[src/rtl/cpu_pkg.sv]
// Shared CPU definitions: datapath width, default fetch parameters and the
// IF/ID bundle that both the fetch stage and the decoder consume.
package cpu_pkg;

    localparam int          XLEN                = 32;
    localparam int          IMEM_WORDS_DEFAULT  = 1000;
    localparam logic [31:0] NOP_INSTR_DEFAULT   = 32'h0000_0000;

    // Contents of the IF/ID pipeline register as seen by decode.
    typedef struct packed {
        logic [XLEN-1:0] instr;
        logic [XLEN-1:0] pc_plus4;
        logic            valid;
    } if_id_t;

    // What the IF/ID register does on the next edge. A flush (redirect) and a
    // bubble (halted fetch) have identical effect, so they share one code.
    typedef enum logic [1:0] {
        IF_ID_HOLD  = 2'd0,
        IF_ID_LOAD  = 2'd1,
        IF_ID_FLUSH = 2'd2
    } if_id_action_e;

endpackage

[src/rtl/instruction_fetch_if_id_reg.sv]
// IF/ID pipeline register with load, hold and flush controls.
module if_id_reg
    import cpu_pkg::*;
#(
    parameter logic [31:0] NOP_INSTR = NOP_INSTR_DEFAULT
) (
    input  logic          clk,
    input  logic          reset,
    input  if_id_action_e action,
    input  if_id_t        load_data,
    output if_id_t        q
);

    // Capture, hold or flush the pipeline register; a flush keeps pc_plus4.
    always_ff @(posedge clk) begin
        // NOTE: state registers use non-blocking assignments so every flop
        // samples pre-edge values regardless of block ordering.
        if (reset) begin
            q.instr    <= NOP_INSTR;
            q.pc_plus4 <= '0;
            q.valid    <= 1'b0;
        end else begin
            case (action)
                IF_ID_LOAD: q <= load_data;
                IF_ID_FLUSH: begin
                    q.instr <= NOP_INSTR;
                    q.valid <= 1'b0;
                end
                default: ; // hold
            endcase
        end
    end

endmodule

[src/rtl/instruction_fetch.sv]
// Fetch stage: owns the PC, presents the fetch address to instruction memory
// and feeds the returned instruction into the IF/ID register. Handles stalls,
// redirects with flush, and suspends fetch once the PC leaves memory.
module instruction_fetch
    import cpu_pkg::*;
#(
    parameter logic [31:0] RESET_PC   = 32'h0000_0000,
    parameter int          IMEM_WORDS = IMEM_WORDS_DEFAULT,
    parameter logic [31:0] NOP_INSTR  = NOP_INSTR_DEFAULT
) (
    input  logic        clk,
    input  logic        reset,
    output logic [31:0] imem_address,
    input  logic [31:0] imem_instruction,
    input  logic        stall,
    input  logic        redirect,
    input  logic [31:0] redirect_target,
    output logic [31:0] pc,
    output logic [31:0] if_id_instr,
    output logic [31:0] if_id_pc_plus4,
    output logic        if_id_valid,
    output logic        halted,
    output logic        misaligned,
    output logic [31:0] fetch_count
);

    // Word-index limit sized to pc[31:2] so the range compare is width-matched.
    localparam logic [29:0] IMEM_LIMIT = 30'(IMEM_WORDS);

    logic [31:0]   pc_plus4;
    logic          in_range;
    logic          fetch_en;
    if_id_action_e if_id_action;
    if_id_t        if_id_load;
    if_id_t        if_id_q;

    assign imem_address = pc;
    assign pc_plus4     = pc + 32'd4;
    assign in_range     = (pc[31:2] < IMEM_LIMIT);
    assign halted       = !in_range;

    // A normal fetch happens only when nothing higher-priority claims the edge.
    assign fetch_en = !redirect && !stall && in_range;

    // Choose the IF/ID action: redirect > stall > halted > normal.
    always_comb begin
        // NOTE: assign a default first so no path leaves the signal unassigned
        // and a latch cannot be inferred.
        if_id_action = IF_ID_HOLD;
        if (redirect) begin
            if_id_action = IF_ID_FLUSH;
        end else if (stall) begin
            if_id_action = IF_ID_HOLD;
        end else if (!in_range) begin
            if_id_action = IF_ID_FLUSH;
        end else begin
            if_id_action = IF_ID_LOAD;
        end
    end

    assign if_id_load = '{instr: imem_instruction, pc_plus4: pc_plus4, valid: 1'b1};

    if_id_reg #(
        .NOP_INSTR (NOP_INSTR)
    ) u_if_id_reg (
        .clk       (clk),
        .reset     (reset),
        .action    (if_id_action),
        .load_data (if_id_load),
        .q         (if_id_q)
    );

    assign if_id_instr    = if_id_q.instr;
    assign if_id_pc_plus4 = if_id_q.pc_plus4;
    assign if_id_valid    = if_id_q.valid;

    // PC, sticky misalignment flag and accepted-instruction counter.
    always_ff @(posedge clk) begin
        if (reset) begin
            pc          <= RESET_PC;
            misaligned  <= 1'b0;
            fetch_count <= '0;
        end else if (redirect) begin
            // Low bits are dropped so fetch stays word-aligned; the flag
            // records that software asked for something else.
            pc         <= {redirect_target[31:2], 2'b00};
            misaligned <= misaligned | (redirect_target[1:0] != 2'b00);
        end else if (fetch_en) begin
            pc          <= pc_plus4;
            fetch_count <= fetch_count + 32'd1;
        end
    end

endmodule

[config.mk]
export PLATFORM = sky130hd
export DESIGN_NAME = instruction_fetch
export DESIGN_NICKNAME = d
export VERILOG_FILES = /design/src/rtl/cpu_pkg.sv /design/src/rtl/instruction_fetch_if_id_reg.sv /design/src/rtl/instruction_fetch.sv
export SDC_FILE = /design/constraint.sdc
export NUM_CORES = 1
export LEC_CHECK = 0
export CELL_PAD_IN_SITES_DETAIL_PLACEMENT = 1
export CELL_PAD_IN_SITES_GLOBAL_PLACEMENT = 2
export CORE_AREA = 2 2 146 148
export CTS_CLUSTER_SIZE = 24
export DETAILED_ROUTE_END_ITERATION = 6
export DIE_AREA = 0 0 148 150
export PLACE_DENSITY_LB_ADDON = 0.1
export SYNTH_ARGS = -nofsm -noshare
export SYNTH_HDL_FRONTEND = slang
export SYNTH_SLANG_ARGS = --single-unit
[constraint.sdc]
create_clock -name clk -period 4.6 [get_ports clk]
set_input_delay 0.92 -clock clk [delete_from_list [all_inputs] [get_ports clk]]
set_output_delay 0.92 -clock clk [all_outputs]
set_load 0.03 [all_outputs]
==> results of run 1 <==
## stage by stage
step / util (%) / power, W / std cells / worst slack (ns) / instance area (sq um)
after CTS: 39.0 / 0.00282 / 1038 / 0.800 / 8070
after floorplan: - / 0.00133 / 577 / 2.04 / 5270
after detailed placement: 36.1 / 0.00146 / 1006 / 1.22 / 7480
after global routing: 39.0 / 0.00289 / 1038 / 0.716 / 8070
final: 39.0 / 0.00276 / 1038 / 0.900 / 8070
after global placement: 36.1 / 0.00146 / 1006 / 1.31 / 7480
## area by class of cell
cell class                      instances  share of cell area [%]
Clock buffer                           17                    5.27
Clock inverter                         15                    2.03
Inverter                                9                   0.419
Multi-Input combinational cell        366                    28.5
Sequential cell                       126                    31.3
Tap cell                              275                    4.27
Timing Repair Buffer                  230                    28.3
## critical path, delay by kind of cell, from the launching register on
kind | cells | cell delay, ns
DFF | 1 | 0.35
buffers and inverters | 1 | 0.65
and+or+nand+nor | 3 | 1.36
## how the worst max path moves through the flow
stage,to,slack (ns),cells after the start
floorplan,fetch_count[31],2.04,6
global placement,fetch_count[31],1.31,6
detailed placement,fetch_count[31],1.22,6
CTS,halted,0.80,4
global route,halted,0.72,4
finish,halted,0.90,4
## metal layers
metal / up-vias / track usage (%) / part of all wire (%) / wire (microns)
li1: 2318 / - / - / -
met1: 2330 / 18.8 / 43 / 7390
met2: 140 / 25.7 / 49 / 8500
met3: 14 / 6.01 / 7.3 / 1260
met4: 0 / 4.10 / 1.1 / 185
met5: - / 0 / 0 / 0
## sequential cells by signal (all words and copies together), names as in the netlist
signal and cells:
fetch_count 32, imem_address 30, misaligned 1, u_if_id_reg.q 63
## Yosys cell counts (2+ instances only)
cell type | number | area [sq um]
dfxtp_1 | 126 | 2520
xor2_1 | 4 | 35.0
nand3b_1 | 3 | 22.5
buf_1 | 3 | 11.3
buf_2 | 7 | 35.0
mux2_1 | 2 | 22.5
clkbuf_1 | 29 | 109
and2_1 | 22 | 138
inv_1 | 8 | 30.0
nand4_1 | 14 | 87.6
mux2i_1 | 20 | 200
a31o_2 | 2 | 17.5
nor2_1 | 81 | 304
and3_1 | 7 | 43.8
nand3_1 | 17 | 85.1
nor2b_1 | 3 | 18.8
nand2_1 | 27 | 101
o21ai_0 | 8 | 40.0
o311ai_0 | 5 | 43.8
and4_1 | 5 | 43.8
a21oi_1 | 28 | 140
ha_1 | 2 | 25.0
or4_4 | 2 | 22.5
a31oi_1 | 5 | 31.3
xnor2_1 | 20 | 175
nor4_2 | 4 | 50.1
a22oi_1 | 32 | 240
buf_4 | 36 | 270
or3_1 | 7 | 43.8
nor3_1 | 4 | 20.0
a21bo_2 | 3 | 30.0
nor4_4 | 3 | 63.8
nor4_1 | 16 | 100
a211oi_1 | 6 | 45.0
## logic make-up (layout without fill, tap and decap cells)
family | count (synthesis) | in the layout | synth area share [%]
buffers and inverters | 85 | 271 | 8.84
AO/OA/AOI/OAI | 92 | 92 | 11.9
other | 1 | 6 | 0.0714
XOR/XNOR | 24 | 24 | 4.00
flip-flops | 126 | 126 | 48.0
adder cells (fa/ha/maj) | 2 | 2 | 0.476
AND/OR/NAND/NOR | 220 | 220 | 22.5
multiplexers | 22 | 22 | 4.24
## power groups by stage
stage	sequential (W)	combinational [W]	clock [W]
3_5_place_dp	0.00116	0.000301	0
3_3_place_gp	0.00116	0.000300	0
2_1_floorplan	0.00119	0.000145	0
6_report	0.00114	0.000297	0.00133
5_1_grt	0.00114	0.000318	0.00143
4_1_cts	0.00114	0.000301	0.00138
==> flow_summary.json, run 1 <==
{
  "net-switching-power_w": 0.000789,
  "crit_chain": "nor4_2 -> nand3_1 -> or2_1 -> clkdlybuf4s50_1",
  "first_pass_iters": 5,
  "ys_warn_count": 0,
  "clockPowerShare_pct": 48.1,
  "rsz0062_at_grt": "no",
  "place_congestion": 0.746,
  "drv_slew": 0,
  "grt_pass1_vias": 4940,
  "die_w_microns": 148,
  "cts_root_buf": "clkbuf_16",
  "area_growth_pct": 53.5,
  "final_cell_mix": "clkdlybuf4s50_1, dfxtp_1, nor2_1",
  "synth_edf_count": 0,
  "drt-initial-drc-count": 134,
  "tightest_slew_ns": 0.941,
  "reg2reg_depth": 5,
  "vias_per_cell": 4.63,
  "status": "finished clean",
  "finalCriticalPeriod_ns": 3.70,
  "antenna_found_initial": 0,
  "layout_commonest_cell": "clkdlybuf4s50_1",
  "worstHoldStart": "misaligned",
  "switching_share_pct": 28.6,
  "routedWlPerCell_microns": 16.7,
  "clock_skew_ns": 0.00968,
  "die_area_sq_um": 22200,
  "max_freq_mhz": 270,
  "cts_buffers": 17,
  "rows": 53,
  "cpMaxStageDelayCell": "clkdlybuf4s50_1",
  "cp_max_fo": 14,
  "hold_depth": 2,
  "dp_hpwl_mm": 12.6,
  "syn_area_per_cell_sq_um": 9.18,
  "initial_core_util_pct": 25.4,
  "drt_wl_total_mm": 17.3,
  "drc_errors": 0,
  "cts_hold_buf": 0,
  "setup_viol": 0,
  "cts_resized": 0,
  "cp.arrival_ns": 2.78,
  "synth_ff_type": "dfxtp_1",
  "grt_pass1_wl_mm": 27.1,
  "p_seq_share_pct": 41.1,
  "synthDistinctLibCells": 45,
  "syn-instance-count": 572,
  "startpoint": "imem_address[13]",
  "antenna_cells": 0,
  "cts_setup_buffers": 0,
  "core_area_sq_um": 20700,
  "drv_cap": 0,
  "multi_input_area_sq_um": 2300,
  "ios": 231,
  "fillCellCount": 2361,
  "comb_power_share_pct": 10.7,
  "io_buffers": 224,
  "final_nets": 820,
  "power.internal_w": 0.00197,
  "cp-start-kind": "flip-flop",
  "die_h_microns": 150,
  "hold_violations": 0,
  "overflow": 0,
  "period_share_pct": 80.4,
  "tns_ns": 0,
  "grt_max_degree": 73,
  "ant_nets": 0,
  "peakVddDrop_mv": 0.222,
  "rr_endpoint": "fetch_count[31]",
  "seq_area_sq_um": 2520,
  "p_leak_nw": 2.81,
  "vias": 4802,
  "path_class": "flip-flop to output pin",
  "clk_latency_ns": 0.42,
  "final_layout_size_suffix_gt1_share_pct": 7.60,
  "cp.required_ns": 3.68,
  "cts_max_level": 4,
  "whs_ns": 0.455,
  "syn_area_sq_um": 5250,
  "grt.total_usage_pct": 15.5,
  "r2r_start": "imem_address[13]",
  "yosysSeqAreaShare_pct": 48.0,
  "ctsLongestPathBuffers": 2,
  "r2r_setup_slack_ns": 2.01,
  "clock-sinks": 126,
  "clk_pin_slew_worst_paths_ns": 0.07,
  "min-delay-path-class": "flip-flop to flip-flop",
  "tritoncts": "built",
  "relSlewSlack_pct": 37.0,
  "synthArstFlopShare_pct": 0,
  "slowest_delay_ns": 0.65,
  "powerDensity_nw_per_um2": 343,
  "ys_ff_latch": 126,
  "worst_setup_path_end_kind": "output pin",
  "hold_end": "misaligned"
}
Note: power is estimated with default switching activity, not from simulation.
==> run 2: changes to the inputs <==
Settings changed: CORE_AREA 2 2 146 148 to 2 2 151 153, DIE_AREA 0 0 148 150 to 0 0 153 155.
Clock period 4.6 ns to 3.65 ns, I/O delays scaled along.
==> run 2 against run 1 <==
  * Worst setup slack worse by 0.50 ns
  * Critical path depth is 1 higher
  * Routed wire length is 2.9% higher
  * Sequential share of layout area is 0.24 points lower
  * Final cell count is 1.6% higher
  * Largest power group unchanged
  * Highest routed layer unchanged
==> flow_summary.json, run 2 (same netlist as run 1, synthesis figures left out) <==
{
  "status": "finished clean",
  "rsz0062_at_grt": "no",
  "tns_ns": 0,
  "peakVddDrop_mv": 0.302,
  "place_congestion": 0.708,
  "cp.required_ns": 2.92,
  "grt.total_usage_pct": 15.0,
  "first_pass_iters": 4,
  "vias_per_cell": 4.56,
  "cts_hold_buf": 0,
  "rows": 55,
  "clock-sinks": 126,
  "routedWlPerCell_microns": 16.9,
  "overflow": 0,
  "grt_pass1_vias": 5082,
  "finalCriticalPeriod_ns": 3.25,
  "initial_core_util_pct": 23.6,
  "finish.instance_area_sq_um": 8130,
  "setup_viol": 0,
  "final_layout_size_suffix_gt1_share_pct": 8.19,
  "vias": 4811,
  "antenna_found_initial": 1,
  "period_share_pct": 89.1,
  "drc_errors": 0,
  "max_freq_mhz": 308,
  "layout_commonest_cell": "clkdlybuf4s50_1",
  "hold_violations": 0,
  "tritoncts": "built",
  "cts_max_level": 4,
  "core_area_sq_um": 22200,
  "tightest_slew_ns": 0.785,
  "powerDensity_nw_per_um2": 432,
  "ios": 231,
  "die_w_microns": 153,
  "io_buffers": 224,
  "clock_skew_ns": 0.0101,
  "clk_latency_ns": 0.41,
  "cts_buffers": 17,
  "largest_reg_flops": 63,
  "die_area_sq_um": 23700,
  "die_h_microns": 155,
  "drv_slew": 0,
  "path_class": "flip-flop to output pin",
  "p_leak_nw": 2.83,
  "place_area_sq_um": 7530,
  "area_growth_pct": 54.7,
  "min-delay-path-class": "flip-flop to flip-flop",
  "drt-initial-drc-count": 194,
  "ctsLongestPathBuffers": 2,
  "final_cell_mix": "clkdlybuf4s50_1, dfxtp_1, nor2_1",
  "ant_nets": 0,
  "drt_wl_total_mm": 17.8,
  "drv_cap": 0,
  "cts_resized": 0,
  "dp_hpwl_mm": 12.8,
  "largest-register": "u_if_id_reg.q",
  "worst_setup_path_end_kind": "output pin",
  "cts_setup_buffers": 0,
  "cp.arrival_ns": 2.52,
  "grt_pass1_wl_mm": 28.6,
  "cp-start-kind": "flip-flop",
  "relSlewSlack_pct": 47.4,
  "cp_max_fo": 14,
  "cts_root_buf": "clkbuf_16",
  "clk_pin_slew_worst_paths_ns": 0.06,
  "pre_cts_ws_ns": 0.486,
  "final_nets": 826,
  "layout_setup_ws_ns": 0.398,
  "final_util_pct": 36.6,
  "grt_max_degree": 47
}
## run 2: final timing paths
check	startpoint	endpoint	slack, ns	cells past startpoint
max	imem_address[17]	halted	0.40	5
min reg2reg	misaligned	misaligned	0.45	2
max reg2reg	imem_address[23]	fetch_count[18]	1.29	6
min	misaligned	misaligned	0.45	2
## run 2: worst max-delay path, cell delays in order, from the launching register on
cell	delay [ns]
dfxtp_1	0.34
nor4_2	0.41
nand3_1	0.12
buf_4	0.23
or2_1	0.36
clkdlybuf4s50_1	0.65
## run 2: layout make-up
| type | count | area (sq um) |
|---|---|---|
| fill | 2542 | 14100 |
| sequential | 126 | 2520 |
| timing repair buffer | 236 | 2320 |
| multi-input combinational | 366 | 2300 |
| clock buffer | 18 | 429 |
| tap | 285 | 357 |
| clock inverter | 14 | 161 |
| inverter | 9 | 33.8 |
| antenna | 1 | 2.50 |
## run 2: layer usage
layer	track usage [%]	wire, microns	share of wire [%]	vias up
met2	24.7	8370	47	145
met3	6.16	1450	8.1	12
met5	0	0	0	-
met4	3.92	204	1.1	0
li1	-	-	-	2333
met1	18.3	7820	44	2321
## run 2: stage by stage
step,total power [W],hold WS [ns],std cells
floorplan,0.00168,0.571,577
global placement,0.00185,0.436,1022
detailed placement,0.00185,0.440,1022
CTS,0.00358,0.452,1054
global route,0.00367,0.480,1054
finish,0.00351,0.451,1055
## run 2: power by group
part	internal, W	switching, W
registers	0.00140	0.0000346
clock network	0.00102	0.000675
logic	0.000172	0.000212
